`src/rtl/render_pkg.sv`:
```
// render_pkg: shared definitions for the vertex scheduling block.
//   - Default parameter values for vertex_scheduler.
//   - Scheduler state encoding.
//   - Step-request decode helper (one step pulse only when exactly one
//     direction is pending).
package render_pkg;

    localparam int DEF_NUM_VERTICES  = 256;
    localparam int DEF_ADDR_W        = 8;
    localparam int DEF_BRAM_LATENCY  = 2;
    localparam int DEF_SETTLE_CYCLES = 20;
    localparam int DEF_DRAIN_TIMEOUT = 64;

    localparam int RET_CNT_W  = 16;
    localparam int WAIT_CNT_W = 16;

    typedef enum logic [2:0] {
        ST_IDLE   = 3'd0,
        ST_ANGLE  = 3'd1,
        ST_SETTLE = 3'd2,
        ST_ISSUE  = 3'd3,
        ST_DRAIN  = 3'd4
    } sched_state_e;

    typedef struct packed {
        logic inc;
        logic dec;
    } step_t;

    // Opposing requests cancel each other out.
    function automatic step_t step_decode(input logic inc_pend, input logic dec_pend);
        step_t step;
        step.inc = inc_pend & ~dec_pend;
        step.dec = dec_pend & ~inc_pend;
        return step;
    endfunction

endpackage

```
`src/rtl/valid_pipe.sv`:
```
// valid_pipe: fixed-depth delay line for a single valid strobe.
//   clk_in    : system clock
//   rst_in    : synchronous active-low reset, clears every stage
//   valid_in  : strobe to delay
//   valid_out : valid_in delayed by exactly DEPTH cycles (DEPTH=0 is a wire)
module valid_pipe #(
    parameter int DEPTH = 2
) (
    input  logic clk_in,
    input  logic rst_in,
    input  logic valid_in,
    output logic valid_out
);

    generate
        if (DEPTH == 0) begin : g_bypass
            assign valid_out = valid_in;
        end else begin : g_pipe
            logic [DEPTH-1:0] pipe_r;

            // Shift the strobe one stage per cycle.
            always_ff @(posedge clk_in) begin
                if (!rst_in) begin
                    pipe_r <= {DEPTH{1'b0}};
                end else begin
                    pipe_r <= (pipe_r << 1) | DEPTH'(valid_in);
                end
            end

            assign valid_out = pipe_r[DEPTH-1];
        end
    endgenerate

endmodule

```
`src/rtl/vertex_scheduler.sv`:
```
// vertex_scheduler: sequences one frame pass over the vertex memory.
//   An optional rotation step is issued first (ANGLE), the rotation datapath
//   is given time to settle (SETTLE), every vertex address is issued once
//   (ISSUE) and the projected results are counted back in (DRAIN).
// Ports:
//   clk_in, rst_in            : clock, synchronous active-low reset
//   frame_start_in            : pulse requesting a frame pass
//   inc_req_in, dec_req_in    : rotate-step request pulses (sticky)
//   inc_out, dec_out          : one-cycle step pulses to the datapath
//   addr_out                  : vertex memory read address
//   vtx_valid_out             : memory read data valid (issue delayed by BRAM_LATENCY)
//   proj_valid_in             : projected-vertex valid from the datapath
//   busy_out                  : high whenever not idle
//   frame_done_out            : pulse when all vertices returned
//   overrun_out               : pulse when a frame start was dropped
//   timeout_out               : pulse when DRAIN gave up
module vertex_scheduler
    import render_pkg::*;
#(
    parameter int NUM_VERTICES  = DEF_NUM_VERTICES,
    parameter int ADDR_W        = DEF_ADDR_W,
    parameter int BRAM_LATENCY  = DEF_BRAM_LATENCY,
    parameter int SETTLE_CYCLES = DEF_SETTLE_CYCLES,
    parameter int DRAIN_TIMEOUT = DEF_DRAIN_TIMEOUT
) (
    input  logic              clk_in,
    input  logic              rst_in,
    input  logic              frame_start_in,
    input  logic              inc_req_in,
    input  logic              dec_req_in,
    output logic              inc_out,
    output logic              dec_out,
    output logic [ADDR_W-1:0] addr_out,
    output logic              vtx_valid_out,
    input  logic              proj_valid_in,
    output logic              busy_out,
    output logic              frame_done_out,
    output logic              overrun_out,
    output logic              timeout_out
);

    localparam logic [ADDR_W-1:0]     LAST_ADDR   = ADDR_W'(NUM_VERTICES - 1);
    localparam logic [WAIT_CNT_W-1:0] SETTLE_LAST = WAIT_CNT_W'(SETTLE_CYCLES - 1);
    localparam logic [WAIT_CNT_W-1:0] DRAIN_LAST  = WAIT_CNT_W'(DRAIN_TIMEOUT - 1);

    sched_state_e          state_r;
    sched_state_e          state_next_s;
    logic                  inc_pend_r;
    logic                  dec_pend_r;
    step_t                 start_step_s;
    logic                  start_s;
    logic                  enter_issue_s;
    logic                  ret_reached_s;
    logic                  drain_done_s;
    logic                  drain_tmo_s;
    logic                  issue_s;
    logic                  vtx_valid_s;
    logic [WAIT_CNT_W-1:0] wait_cnt_r;
    logic [RET_CNT_W-1:0]  ret_cnt_r;
    logic [ADDR_W-1:0]     addr_r;
    logic                  inc_r;
    logic                  dec_r;
    logic                  busy_r;
    logic                  done_r;
    logic                  overrun_r;
    logic                  timeout_r;

    assign start_s       = (state_r == ST_IDLE) && frame_start_in;
    // A request arriving in the start cycle itself still counts for this frame.
    assign start_step_s  = step_decode(inc_pend_r | inc_req_in, dec_pend_r | dec_req_in);
    assign enter_issue_s = (state_next_s == ST_ISSUE) && (state_r != ST_ISSUE);
    assign ret_reached_s = ({{(32-RET_CNT_W){1'b0}}, ret_cnt_r} >= 32'(NUM_VERTICES));
    assign issue_s       = (state_r == ST_ISSUE);

    // Next-state decode and DRAIN exit classification.
    always_comb begin
        state_next_s = state_r;
        drain_done_s = 1'b0;
        drain_tmo_s  = 1'b0;
        case (state_r)
            ST_IDLE: begin
                if (frame_start_in) begin
                    state_next_s = ST_ANGLE;
                end else begin
                    state_next_s = ST_IDLE;
                end
            end
            ST_ANGLE: begin
                // inc_r/dec_r are the step pulses being driven in this cycle.
                if (inc_r || dec_r) begin
                    state_next_s = ST_SETTLE;
                end else begin
                    state_next_s = ST_ISSUE;
                end
            end
            ST_SETTLE: begin
                if (wait_cnt_r == SETTLE_LAST) begin
                    state_next_s = ST_ISSUE;
                end else begin
                    state_next_s = ST_SETTLE;
                end
            end
            ST_ISSUE: begin
                if (addr_r == LAST_ADDR) begin
                    state_next_s = ST_DRAIN;
                end else begin
                    state_next_s = ST_ISSUE;
                end
            end
            ST_DRAIN: begin
                // A complete return wins over a timeout landing in the same cycle.
                if (ret_reached_s) begin
                    state_next_s = ST_IDLE;
                    drain_done_s = 1'b1;
                end else if (wait_cnt_r == DRAIN_LAST) begin
                    state_next_s = ST_IDLE;
                    drain_tmo_s  = 1'b1;
                end else begin
                    state_next_s = ST_DRAIN;
                end
            end
            default: begin
                state_next_s = ST_IDLE;
            end
        endcase
    end

    // State register plus dwell, address and return counters.
    always_ff @(posedge clk_in) begin
        if (!rst_in) begin
            state_r    <= ST_IDLE;
            wait_cnt_r <= {WAIT_CNT_W{1'b0}};
            ret_cnt_r  <= {RET_CNT_W{1'b0}};
            addr_r     <= {ADDR_W{1'b0}};
        end else begin
            state_r <= state_next_s;

            if (state_next_s != state_r) begin
                wait_cnt_r <= {WAIT_CNT_W{1'b0}};
            end else if ((state_r == ST_SETTLE) || (state_r == ST_DRAIN)) begin
                wait_cnt_r <= wait_cnt_r + WAIT_CNT_W'(1);
            end else begin
                wait_cnt_r <= {WAIT_CNT_W{1'b0}};
            end

            // Returns seen while idle are stale and must not count.
            if (enter_issue_s) begin
                ret_cnt_r <= {RET_CNT_W{1'b0}};
            end else if (proj_valid_in && (state_r != ST_IDLE)) begin
                ret_cnt_r <= ret_cnt_r + RET_CNT_W'(1);
            end else begin
                ret_cnt_r <= ret_cnt_r;
            end

            // Address parks at 0 outside ISSUE so every frame starts from 0.
            if (issue_s && (state_next_s == ST_ISSUE)) begin
                addr_r <= addr_r + ADDR_W'(1);
            end else begin
                addr_r <= {ADDR_W{1'b0}};
            end
        end
    end

    // Sticky step requests, consumed when a frame enters ANGLE.
    always_ff @(posedge clk_in) begin
        if (!rst_in) begin
            inc_pend_r <= 1'b0;
            dec_pend_r <= 1'b0;
        end else if (start_s) begin
            inc_pend_r <= 1'b0;
            dec_pend_r <= 1'b0;
        end else begin
            inc_pend_r <= inc_pend_r | inc_req_in;
            dec_pend_r <= dec_pend_r | dec_req_in;
        end
    end

    // Registered status and step pulses, aligned with the state they describe.
    always_ff @(posedge clk_in) begin
        if (!rst_in) begin
            inc_r     <= 1'b0;
            dec_r     <= 1'b0;
            busy_r    <= 1'b0;
            done_r    <= 1'b0;
            overrun_r <= 1'b0;
            timeout_r <= 1'b0;
        end else begin
            inc_r     <= start_s & start_step_s.inc;
            dec_r     <= start_s & start_step_s.dec;
            busy_r    <= (state_next_s != ST_IDLE);
            done_r    <= drain_done_s;
            timeout_r <= drain_tmo_s;
            // Also covers a start landing on the DRAIN exit cycle.
            overrun_r <= frame_start_in && (state_r != ST_IDLE);
        end
    end

    valid_pipe #(
        .DEPTH (BRAM_LATENCY)
    ) u_valid_pipe (
        .clk_in    (clk_in),
        .rst_in    (rst_in),
        .valid_in  (issue_s),
        .valid_out (vtx_valid_s)
    );

    assign inc_out        = inc_r;
    assign dec_out        = dec_r;
    assign addr_out       = addr_r;
    assign vtx_valid_out  = vtx_valid_s;
    assign busy_out       = busy_r;
    assign frame_done_out = done_r;
    assign overrun_out    = overrun_r;
    assign timeout_out    = timeout_r;

endmodule

```
`config.mk`:
```
export PLATFORM = sky130hd
export DESIGN_NAME = vertex_scheduler
export DESIGN_NICKNAME = d
export VERILOG_FILES = /design/src/rtl/render_pkg.sv /design/src/rtl/valid_pipe.sv /design/src/rtl/vertex_scheduler.sv
export SDC_FILE = /design/constraint.sdc
export NUM_CORES = 1
export LEC_CHECK = 0
export CAP_MARGIN = 20
export CELL_PAD_IN_SITES_DETAIL_PLACEMENT = 0
export CELL_PAD_IN_SITES_GLOBAL_PLACEMENT = 1
export CORE_UTILIZATION = 43
export CTS_CLUSTER_DIAMETER = 60
export DETAILED_ROUTE_END_ITERATION = 10
export GPL_TIMING_DRIVEN = 0
export PLACE_DENSITY = 0.81
export SYNTH_ARGS = -nofsm -noshare
export SYNTH_HDL_FRONTEND = slang
export SYNTH_SLANG_ARGS = --single-unit
```
`constraint.sdc`:
```
create_clock -name clk_in -period 2.09 [get_ports clk_in]
set_input_delay 0.418 -clock clk_in [delete_from_list [all_inputs] [get_ports clk_in]]
set_output_delay 0.418 -clock clk_in [all_outputs]
set_load 0.02 [all_outputs]
```
==> run summary, run 1 <==
The run finished with clean final reports. After floorplanning, the core was sized to cover slightly above 5000 um^2. The startpoint of the most critical setup path is wait_cnt_r[0]$_SDFF_PP0_. The internal reg-to-reg setup slack is 0.18 ns. The worst-case clock skew is ~0.011 ns.

The total negative setup slack is 0 ns. The worst endpoint data arrival time came out at 2.11 ns. The cell area after synthesis came out at ~2300 um^2.

The number of clock buffers added by TritonCTS is 5. The worst register-to-register path has a depth of 7. The area added between synthesis and finish came out at 18.73%. The layout net count came out at 302. The number of failing hold endpoints at the final stage is 0. In this run, synthesis produced a sequential element count of 53. The sum of routed wire length over all layers is 4399 um. The worst slack at placement is -0.07163 ns. The number of antenna diodes came out at 0. The post-route worst setup slack is 0.1790 ns. The yosys synthesis warning count came out at 0.

The number of I/O port buffers came out at 20. The slew of the pin with the lowest slew margin is 0.4992 ns. The number of levels in the clock H-tree is 2.

The overall die height is 75.75 um. Before antenna repair, the detailed router went through 4 iterations. The max-cap check violation count came out at 0. The detailed-placement wirelength estimate came out at a little over 3000 um. The number of pins with negative max-slew slack in the final report came to 0. In this run the critical register-to-register path is launched from wait_cnt_r[0]$_SDFF_PP0_. The post-route netlist has 9.556% of its cells at a drive strength greater than 1. In this run the worst path has a maximum fanout of 10. The iteration-0 DRC count of the detailed router is 53. The critical path startpoint category is a flop. The worst setup path is of the flop to flop kind. The leftover overflow at the end of global routing is 0. The worst min-delay path class is flop to flop. The sequential-to-total area share from yosys stat is 45.37%. The count of unresolved DRC violations after routing came out at 0. The leakage power is 0.9765 nW. The post-detailed-route wirelength per cell is between 10 and 15 um.

In the layout the commonest cells are dfxtp_1, nor2_1, clkdlybuf4s50_1, nand3_1, xor2_1. The most common library cell in the layout ignoring fill and taps is dfxtp_1. Setup violations remaining at the end of the flow were counted as 0.

The wire length of the first global-routing pass is approximately 7200 um. The endpoint identified for the worst register-to-register timing path is wait_cnt_r[9]$_SDFF_PP0_. Routability-driven placement finished with a final weighted congestion of 0.7470. Once layout is complete, the utilization of the core stands at 53.68%.

Counting distinct cell types in the post-synthesis netlist gives just over 40. CTS placed an instance of clkbuf_8 at the clock tree root. STA classifies the critical path endpoint as a flop.

The count of clock tree sinks is 53. The power density of the placed cells is 687.2 nW/um^2. The number of antenna violations at the first check in global routing was 0. Timing would allow up to 523.3 MHz. The synthesized net count came out at 272.

The post-synthesis average cell area is 8.926 um^2. The critical path ends at wait_cnt_r[9]$_SDFF_PP0_. The via count normalized by instance count came out at about 5.2. The overall track demand over capacity in global routing is 16.85%.

The final critical-path share of the clock period came out at 91.44%. Across all layers, the routed design uses 1,895 vias. For the finished layout, the period the worst path requires is around 1.9 ns. The count of nets left with antenna violations once routing finished came out at 0. The largest net degree at the start of global routing came out at 17. The worst hold margin came out at 0.4303 ns.

Once the floorplan was initialized, standard cells occupied 45.21% of the core. Clock-pin slew was measured on the worst setup and hold paths at 0.10 ns. For the worst setup path, the data required time is 2.29 ns. TritonCTS built the clock tree. The number of global-route vias before repair is 1,606. The worst supply voltage drop on vdd came out at 0.0004282 V. The maximum clock path buffer count came out at 2.

The post-synthesis instance total is 262. The floorplan has 26 rows. The headroom to the max-slew limit is 66.41%. The overall die width is around 76 um.

The number of top-level pins is 21. The total die area came out at 5737 um^2. The clock latency reported for the late side of the worst-skew pair is between 0.3 and 0.4 ns.
-- cells by family after synthesis --
logic type,Yosys count,share of synthesized area (%)
simple gates,126,30.07
flops,53,45.37
compound gates,37,10.27
xor+xnor,23,8.614
buf+inv,19,3.531
fa+ha+maj,4,2.140
-- critical path, stage by stage (launching register included) --
cell,delay (ns)
dfxtp_1,0.36
ha_1,0.15
clkbuf_2,0.18
nor4b_2,0.30
nand4_2,0.23
a31oi_4,0.30
buf_4,0.22
nor2_1,0.06
-- flip-flops by register name (all words and copies together) (netlist names) --
signal	count
addr_out	8
busy_out	1
dec_out	1
dec_pend_r	1
frame_done_out	1
inc_out	1
inc_pend_r	1
overrun_out	1
ret_cnt_r	16
state_r	3
timeout_out	1
u_valid_pipe.g_pipe.pipe_r	2
wait_cnt_r	16
-- per-layer routing --
metal / share of wire (%) / up-vias / wire (um) / track usage [%]
met5: 0 / - / 0 / 0
met2: 46 / 18 / 2013 / 25.96
li1: - / 994 / - / -
met3: 2.6 / 8 / 116 / 3.968
met1: 50 / 875 / 2194 / 22.44
met4: 1.7 / 0 / 75 / 7.407
-- Yosys cell counts --
cell type,count,area [um^2]
a21boi_0,2,15.01
a21oi_1,11,55.05
a21oi_2,2,17.52
a31oi_4,1,21.27
and2_1,6,37.54
and3_1,7,43.79
and3b_1,1,8.760
and4_1,5,43.79
buf_2,5,25.02
buf_4,1,7.510
clkbuf_1,5,18.77
clkbuf_2,1,5.000
dfxtp_1,53,1061
ha_1,4,50.05
inv_1,7,26.28
nand2_1,16,60.06
nand3_1,17,85.08
nand4_1,11,68.82
nand4_2,1,12.51
nor2_1,29,108.9
nor2_4,1,11.26
nor2b_1,1,6.260
nor3_1,3,15.01
nor3b_1,3,22.52
nor4_1,7,43.79
nor4b_1,1,8.760
nor4b_2,1,15.01
nor4bb_1,1,10.01
o21a_1,2,15.01
o21ai_0,14,70.07
o21ai_2,1,8.760
o21ba_1,1,10.01
o311a_2,1,11.26
o31ai_1,1,7.510
o41ai_1,1,8.760
or2_2,1,6.260
or3_1,11,68.82
or4_1,2,15.01
or4_4,1,11.26
xnor2_1,6,52.55
xor2_1,17,148.9
-- report_power, final --
part           internal, W  switching (W)
sequential         0.00103     0.00000794
combinational    0.0000578      0.0000804
clock             0.000390       0.000344
total              0.00148       0.000433
-- stage by stage --
step / area (um^2) / total power, W / instances
floorplan: 2338 / 0.001146 / 262
global placement: 2626 / 0.001190 / 352
detailed placement: 2626 / 0.001192 / 352
CTS: 2746 / 0.001921 / 360
global route: 2776 / 0.001987 / 363
finish: 2776 / 0.001908 / 363
-- layout make-up --
class                      count  area (um^2)
fill                         480         2396
multi-input combinational    190         1202
sequential                    53         1061
timing repair buffer          23        222.7
tap                           70        87.58
clock buffer                   6        82.58
buffer                        12        56.30
clock inverter                 2        37.54
inverter                       7        26.28
-- worst min-delay path by stage --
stage                           from  depth (start not counted)                 end
3_3_place_gp   dec_pend_r$_SDFF_PP0_                          1  inc_out$_SDFF_PN0_
4_1_cts        inc_pend_r$_SDFF_PP0_                          1  dec_out$_SDFF_PN0_
3_5_place_dp   inc_pend_r$_SDFF_PP0_                          1  dec_out$_SDFF_PN0_
5_1_grt        inc_pend_r$_SDFF_PP0_                          1  dec_out$_SDFF_PN0_
6_report       inc_pend_r$_SDFF_PP0_                          1  dec_out$_SDFF_PN0_
2_1_floorplan  inc_pend_r$_SDFF_PP0_                          1  dec_out$_SDFF_PN0_
-- what timing repair did --
item                                    CTS  global route
hold buffers                              0             0
setup buffers                             0             3
resized for setup                         0             1
endpoints found under the setup margin    0            15
endpoints found under the hold margin     0             0
Power figures use the tool's default switching activity.
==> run 2: changes to the inputs <==
--- a/config.mk
+++ b/config.mk
@@ -10,3 +10,3 @@
 export CELL_PAD_IN_SITES_GLOBAL_PLACEMENT = 1
-export CORE_UTILIZATION = 43
+export CORE_UTILIZATION = 35
 export CTS_CLUSTER_DIAMETER = 60
@@ -14,3 +14,3 @@
 export GPL_TIMING_DRIVEN = 0
-export PLACE_DENSITY = 0.81
+export PLACE_DENSITY = 0.69
 export SYNTH_ARGS = -nofsm -noshare
==> constraint.sdc (replaced) <==
create_clock -name clk_in -period 2.09 [get_ports clk_in]
set_input_delay 0.627 -clock clk_in [delete_from_list [all_inputs] [get_ports clk_in]]
set_output_delay 0.627 -clock clk_in [all_outputs]
set_load 0.02 [all_outputs]
==> run 2 against run 1 <==
Routed wire length rose by 4.3%; final cell count grew 1.7%; final area is 0.99% higher; combinational power about the same; hold slack worse by 0.013 ns; count of clock-buffer cells in the layout fell by 1; clock power is 1% lower; sequential cell count stayed put; sequential share of layout area decreased by 0.38 points; register-to-register slack improved by 0.03 ns; fmax shrank 4.8%; largest cell class unchanged; largest power group unchanged.
==> run summary, run 2 (synthesis gave the netlist of run 1 again) <==
The flow ran to the end, and the final reports show no timing, DRC or antenna violations. The worst-case clock skew is 0.01397 ns (+0.002644 ns). The path class of the tightest hold or removal check is flop to flop. The storage element area came out at 1061 um^2 (unchanged). The met2 usage in global routing came out at 22.03% (-3.9 points).

The maximum clock path buffer count came to 2 (unchanged). In this run the worst setup path begins at proj_valid_in. The cell total after placement was 359 (+2.0%).

The total die area is 7012 um^2 (+22%). The layout net count came out at 301 (-0.33%). The max-cap check violation count came out at 0 (unchanged).

The area of combinational cells with multiple inputs came out at 1231 um^2 (+2.4%). The final period demand of the worst path is 2.008 ns (+0.09701 ns). The switching part of the total power came out at 23.65% (+0.97 points).

The headroom to the max-slew limit is 67.62% (+1.2 points). The total via count in the routed design is 1,875 (-1.1%). The count of fill cells added during filler insertion came out at 657 (+37%). The slew of the pin with the lowest slew margin was 0.4813 ns (-0.01792 ns). The fraction of layout cells with a size suffix above 1 is 10.27% (+0.72 points).

The number of antenna violations at the first check in global routing was 0 (unchanged). The worst slack at placement is -0.3004 ns (-0.2287 ns). The layer flagged by global routing as most heavily used is met2. STA classifies the critical path endpoint as a flop.

The clock network power share came out at 38.1% (-0.4 points). The worst endpoint data arrival time came out at 2.25 ns (+0.14 ns). The maximum fanout encountered on the critical timing path came out at 7 (-3).

The leftover overflow at the end of global routing is 0 (unchanged). The worst hold margin came out at 0.4170 ns (-0.01335 ns). The total setup violations reported at the end of the flow came to 0 (unchanged). The initial core utilization came to 36.62% (-8.6 points). The final cell count without fillers came to 369 (+1.7%). The number of rows created at floorplan came out at 29 (+12%).

The data required time at the worst endpoint is 2.34 ns (+0.05 ns). The post-route worst setup slack is 0.08198 ns (-0.09701 ns). The number of antenna diodes came out at 0 (unchanged). The post-detailed-route wirelength per cell came out at 12.43 um (+2.6%). The final weighted congestion in routability-driven placement came out at 0.6912 (-7.5%).

The detailed-placement wirelength estimate came out at 3225 um (+4.4%). The number of pins with negative max-slew slack in the final report is 0 (unchanged). The sum of routed wire length over all layers was 4587 um (+4.3%). The number of global-route vias before repair is 1,781 (+11%).

The category of the most critical setup path is primary input to flop. The number of buffers created by CTS is 5 (unchanged). The worst supply voltage drop on vdd came out at 0.0004103 V (-4.2%). The via count normalized by instance count is 5.081 (-2.7%).

The overall die height is 83.74 um (+11%). TritonCTS built the clock tree. The first-pass detailed-route iteration total is 4 (unchanged). The cell-internal power is 0.001450 W (-1.7%).

The clock latency reported for the late side of the worst-skew pair came out at 0.32 ns (about the same). The wire length of the first global-routing pass is 8073 um (+13%). The met1 capacity usage during global routing is 18.88% (-3.6 points). The met3 routing resource usage after global routing is 2.967% (-1.0 points). The path depth of the worst reg2reg path is 7 (unchanged). The clock transition time at the flip-flop clock pins of the worst setup and hold paths was 0.10 ns (about the same).

Leaving out fill and tap cells, the most frequent cells in the layout are dfxtp_1, nor2_1, clkdlybuf4s50_1, xor2_1, nand2_1. The internal reg-to-reg setup slack is 0.21 ns (+0.03 ns). The number of top-level pins is 21 (unchanged).

The area added between synthesis and finish is 19.90%. The maximum clock frequency came out at 498.0 MHz (-4.8%). The critical path startpoint category is a primary input. The total negative setup slack came to 0 ns (unchanged). The number of failing hold endpoints at the final stage came out at 0 (unchanged). Leaving out fill and tap cells, the most frequent cell in the layout is dfxtp_1.

The count of unresolved DRC violations after routing came out at 0 (unchanged). The count of nets left with antenna violations after detail routing is 0 (unchanged). The combinational share of power came out at 7.4% (+0.2 points). The overall die width came out at 83.74 um (+11%). The iteration-0 DRC count of the detailed router came out at 46 (-13%).

Clock tree synthesis selected as its root buffer the cell clkbuf_8. The power density of the placed cells came out at 677.5 nW/um^2 (-1.4%). The sequential cell fraction of total power is 54.5% (+0.2 points). The core area came out at 6386 um^2 (+23%). The leakage power came out at 0.9724 nW (-0.41%). The startpoint identified for the worst register-to-register timing path is wait_cnt_r[0]$_SDFF_PP0_. The overall track demand over capacity in global routing was 14.29% (-2.6 points). The count of clock tree sinks is 53 (unchanged). The largest net degree at the start of global routing was 19 (+2). The number of I/O port buffers came out at 20 (unchanged). The number of levels in the clock H-tree is 2 (unchanged). The number of stages on the worst hold path came out at 1 (unchanged). Setup repair after global routing left no endpoint under its margin. The switching power total came to 0.0004493 W (+3.8%). The final critical-path share of the clock period is 96.08% (+4.6 points). The startpoint identified for the worst hold timing path is dec_pend_r$_SDFF_PP0_.
run 2: what timing repair did:
| action | in CTS | in global routing |
|---|---|---|
| hold buffers | 0 | 0 |
| endpoints found under the setup margin | 0 | 20 |
| resized for setup | 0 | 7 |
| buffers inserted | 0 | 2 |
run 2: layout make-up:
cell class / instances / share of cell area (%)
Multi-Input combinational cell: 190 / 43.91
Sequential cell: 53 / 37.84
Timing Repair Buffer: 22 / 7.675
Tap cell: 77 / 3.436
Clock buffer: 5 / 2.454
Buffer: 12 / 2.053
Clock inverter: 3 / 1.696
Inverter: 7 / 0.9371
run 2: stage by stage:
step                utilization (%)  instance area [um^2]  total power [W]
finish                        43.91                  2804         0.001900
global route                  43.91                  2804         0.001991
CTS                           43.08                  2751         0.001929
detailed placement            41.26                  2635         0.001195
global placement              41.26                  2635         0.001195
floorplan                         -                  2338         0.001146
run 2: per-layer routing:
layer  vias up  routed length, um
li1        985                  -
met1       862               2334
met2        20               2017
met3         8                120
met4         0                115
met5         -                  0
run 2: worst max-delay path: stages:
cell and delay, ns:
clkdlybuf4s50_1 0.56, o311a_4 0.28, nand3_2 0.14, or4_1 0.50, a21oi_1 0.14
run 2: power by group through the flow:
stage                      logic, W  registers [W]  clock network (W)
after floorplan           0.0000817        0.00106                  0
after global placement     0.000136        0.00106                  0
after detailed placement   0.000136        0.00106                  0
after CTS                  0.000137        0.00104           0.000757
after global routing       0.000160        0.00104           0.000793
final                      0.000141        0.00104           0.000723
run 2: path summary, 6_finish.rpt:
path,end
worst max register to register,wait_cnt_r[8]$_SDFF_PP0_
worst min register to register,inc_out$_SDFF_PN0_
worst min-delay path,inc_out$_SDFF_PN0_
worst max-delay path,ret_cnt_r[13]$_SDFFE_PP0P_
==> run 3: changes to the inputs <==
CAP_MARGIN = not set   (was 20)
MAX_ROUTING_LAYER = met4   (was not set)
SKIP_LAST_GASP = 1   (was not set)
==> run 3 against run 2 <==
Count of clock-buffer cells in the layout unchanged; sequential cell count stayed put; power barely moved; final area unchanged; setup slack got worse by 0.0014 ns; highest routed layer unchanged; die area is the same; sequential share of layout area is the same; clock skew about the same; critical path depth stayed put.
==> run summary, run 3 (synthesis gave the netlist of run 1 again) <==
The final cell utilization of the core is 43.91% (unchanged). The core area is 6386 um^2 (unchanged). The maximum clock frequency came out at 497.6 MHz (about the same). Leaving out fill and tap cells, the most frequent cell in the layout is dfxtp_1. The slew of the pin with the lowest slew margin came out at 0.4813 ns (unchanged). The worst register-to-register path ends at wait_cnt_r[8]$_SDFF_PP0_. The final critical-path share of the clock period is 96.15% (about the same). The number of failing hold endpoints at the final stage is 0 (unchanged). The worst hold path begins at dec_pend_r$_SDFF_PP0_.

The clock network power share came out at 38.1% (about the same). The count of clock tree sinks is 53 (unchanged). For hold timing, the worst endpoint is inc_out$_SDFF_PN0_.

The overall die width was 83.74 um (unchanged). The count of unresolved DRC violations after routing is 0 (unchanged). The final period demand of the worst path was 2.009 ns (+0.001422 ns). By startpoint and endpoint, the worst setup path is classified as primary input to flop.

The number of rows created at floorplan is 29 (unchanged). The iteration-0 DRC count of the detailed router came to 46 (unchanged). The sum of routed wire length over all layers was 4588 um (about the same). The cell-internal power is 0.001450 W (about the same). The clock transition time at the flip-flop clock pins of the worst setup and hold paths came out at 0.10 ns (about the same). The detailed-placement wirelength estimate came out at 3225 um (unchanged). The number of antenna violations at the first check in global routing came out at 0 (unchanged).

The maximum single-stage delay on the critical path is 0.56 ns (about the same). The first-pass detailed-route iteration total came out at 4 (unchanged). The number of antenna diodes was 0 (unchanged). The type of element capturing the critical path is a flop. The number of buffers created by CTS is 5 (unchanged). The maximum fanout encountered on the critical timing path was 7 (unchanged). The run finished with clean final reports. The total via count in the routed design is 1,873 (-0.11%). The final weighted congestion in routability-driven placement is 0.6986 (+1.1%). The total die area is 7012 um^2 (unchanged).

The number of global-route vias before repair was 1,782 (+0.056%). The number of stages on the worst hold path came out at 1 (unchanged). The power consumption came out at 0.001900 W (about the same).

The leftover overflow at the end of global routing is 0 (unchanged). The area added between synthesis and finish came to 19.90% (unchanged). The power density of the placed cells came out at 677.5 nW/um^2 (about the same). The number of top-level pins is 21 (unchanged).

The worst min-delay path class is flop to flop. The leakage power came out at 0.9724 nW (unchanged). The largest net degree at the start of global routing is 19 (unchanged). The switching power total was 0.0004494 W (about the same). The slowest cell on the critical path is clkdlybuf4s50_1. Grouping stages by cell kind, the critical path spends the most delay in simple AND/OR/NAND/NOR gates. Clock tree synthesis selected as its root buffer the cell clkbuf_8. The switching part of the total power is 23.66% (about the same). The fraction of layout cells with a size suffix above 1 came out at 10.27% (unchanged).

The wire length of the first global-routing pass came out at 8066 um (about the same). The worst endpoint data arrival time is 2.26 ns (about the same). The layout net count came out at 301 (unchanged). The top cell types in the final layout, fill and taps aside, are dfxtp_1, nor2_1, clkdlybuf4s50_1, xor2_1, nand2_1. The worst supply voltage drop on vdd came out at 0.0004103 V (about the same). The combinational share of power is 7.4% (about the same). TritonCTS built the clock tree.

The sequential cell fraction of total power is 54.5% (about the same). The max-cap check violation count is 0 (unchanged). The area of combinational cells with multiple inputs is 1231 um^2 (unchanged). The maximum clock path buffer count was 2 (unchanged).

The clock latency reported for the late side of the worst-skew pair is 0.32 ns (about the same). The total setup violations reported at the end of the flow is 0 (unchanged). The count of fill cells added during filler insertion came out at 657 (unchanged). The overall track demand over capacity in global routing is 14.70% (+0.41 points). The storage element area came out at 1061 um^2 (unchanged). The worst register-to-register path begins at wait_cnt_r[0]$_SDFF_PP0_. The overall die height is 83.74 um (unchanged).

The worst-case clock skew came to 0.01399 ns (+0.00001820 ns). The number of pins with negative max-slew slack in the final report came to 0 (unchanged). The path depth of the worst reg2reg path came to 7 (unchanged). The critical path startpoint category is a primary input.

The number of levels in the clock H-tree is 2 (unchanged). The initial core utilization is 36.62% (unchanged). The data required time at the worst endpoint was 2.34 ns (about the same).

The via count normalized by instance count is 5.076 (-0.11%). The internal reg-to-reg setup slack is 0.22 ns (about the same). The headroom to the max-slew limit came out at 67.62% (unchanged).

Setup repair after global routing left no endpoint under its margin. The post-detailed-route wirelength per cell is 12.43 um (about the same). The number of I/O port buffers came out at 20 (unchanged). The count of nets left with antenna violations after detail routing came out at 0 (unchanged). The number of buffers and inverters on the critical path is 1 (unchanged). Walking the worst path, the cells encountered are clkdlybuf4s50_1, o311a_4, nand3_2, or4_1, a21oi_1.
-- run 3: worst max path at each step --
stage	start	endpoint	depth (start not counted)	slack, ns
after floorplan	proj_valid_in	ret_cnt_r[13]$_SDFFE_PP0P_	4	0.43
after CTS	proj_valid_in	ret_cnt_r[13]$_SDFFE_PP0P_	5	0.03
after detailed placement	proj_valid_in	ret_cnt_r[13]$_SDFFE_PP0P_	5	-0.30
final	proj_valid_in	ret_cnt_r[13]$_SDFFE_PP0P_	5	0.08
after global placement	proj_valid_in	ret_cnt_r[13]$_SDFFE_PP0P_	5	-0.26
after global routing	proj_valid_in	ret_cnt_r[13]$_SDFFE_PP0P_	5	0.01
-- run 3: metal layers --
layer,GRT usage [%],wire [um]
met4,7.242,115
met2,22.03,2015
met5,-,0
met3,2.967,106
met1,18.88,2351
-- run 3: stage by stage --
stage	area (um^2)	std cells	hold slack, ns	setup TNS (ns)	setup WS (ns)
2_1_floorplan	2338	262	0.3940	0	0.4316
6_report	2804	369	0.4170	0	0.08055
5_1_grt	2804	369	0.4251	0	0.01044
3_3_place_gp	2635	359	0.4038	-2.451	-0.2640
3_5_place_dp	2635	359	0.4034	-2.630	-0.3004
4_1_cts	2751	367	0.4207	0	0.02910
-- run 3: layout make-up --
type / count / share of cell area, %
plain buffers: 12 / 2.053
clock buffers: 5 / 2.454
clock inverters: 3 / 1.696
inverters: 7 / 0.9371
multi-input cells: 190 / 43.91
flip-flops and latches: 53 / 37.84
well taps: 77 / 3.436
repair buffers: 22 / 7.675
-- run 3: timing repair --
action | 4_1_cts | 5_1_grt
endpoints found under the setup margin | 0 | 20
gates resized for setup | 0 | 7
buffers inserted | 0 | 2
hold buffers | 0 | 0
-- run 3: power groups by stage --
stage / Clock [W] / Sequential (W) / Combinational, W
final: 0.000723 / 0.00104 / 0.000141
after global routing: 0.000793 / 0.00104 / 0.000160
after CTS: 0.000757 / 0.00104 / 0.000137
after detailed placement: 0 / 0.00106 / 0.000136
after global placement: 0 / 0.00106 / 0.000136
after floorplan: 0 / 0.00106 / 0.0000817
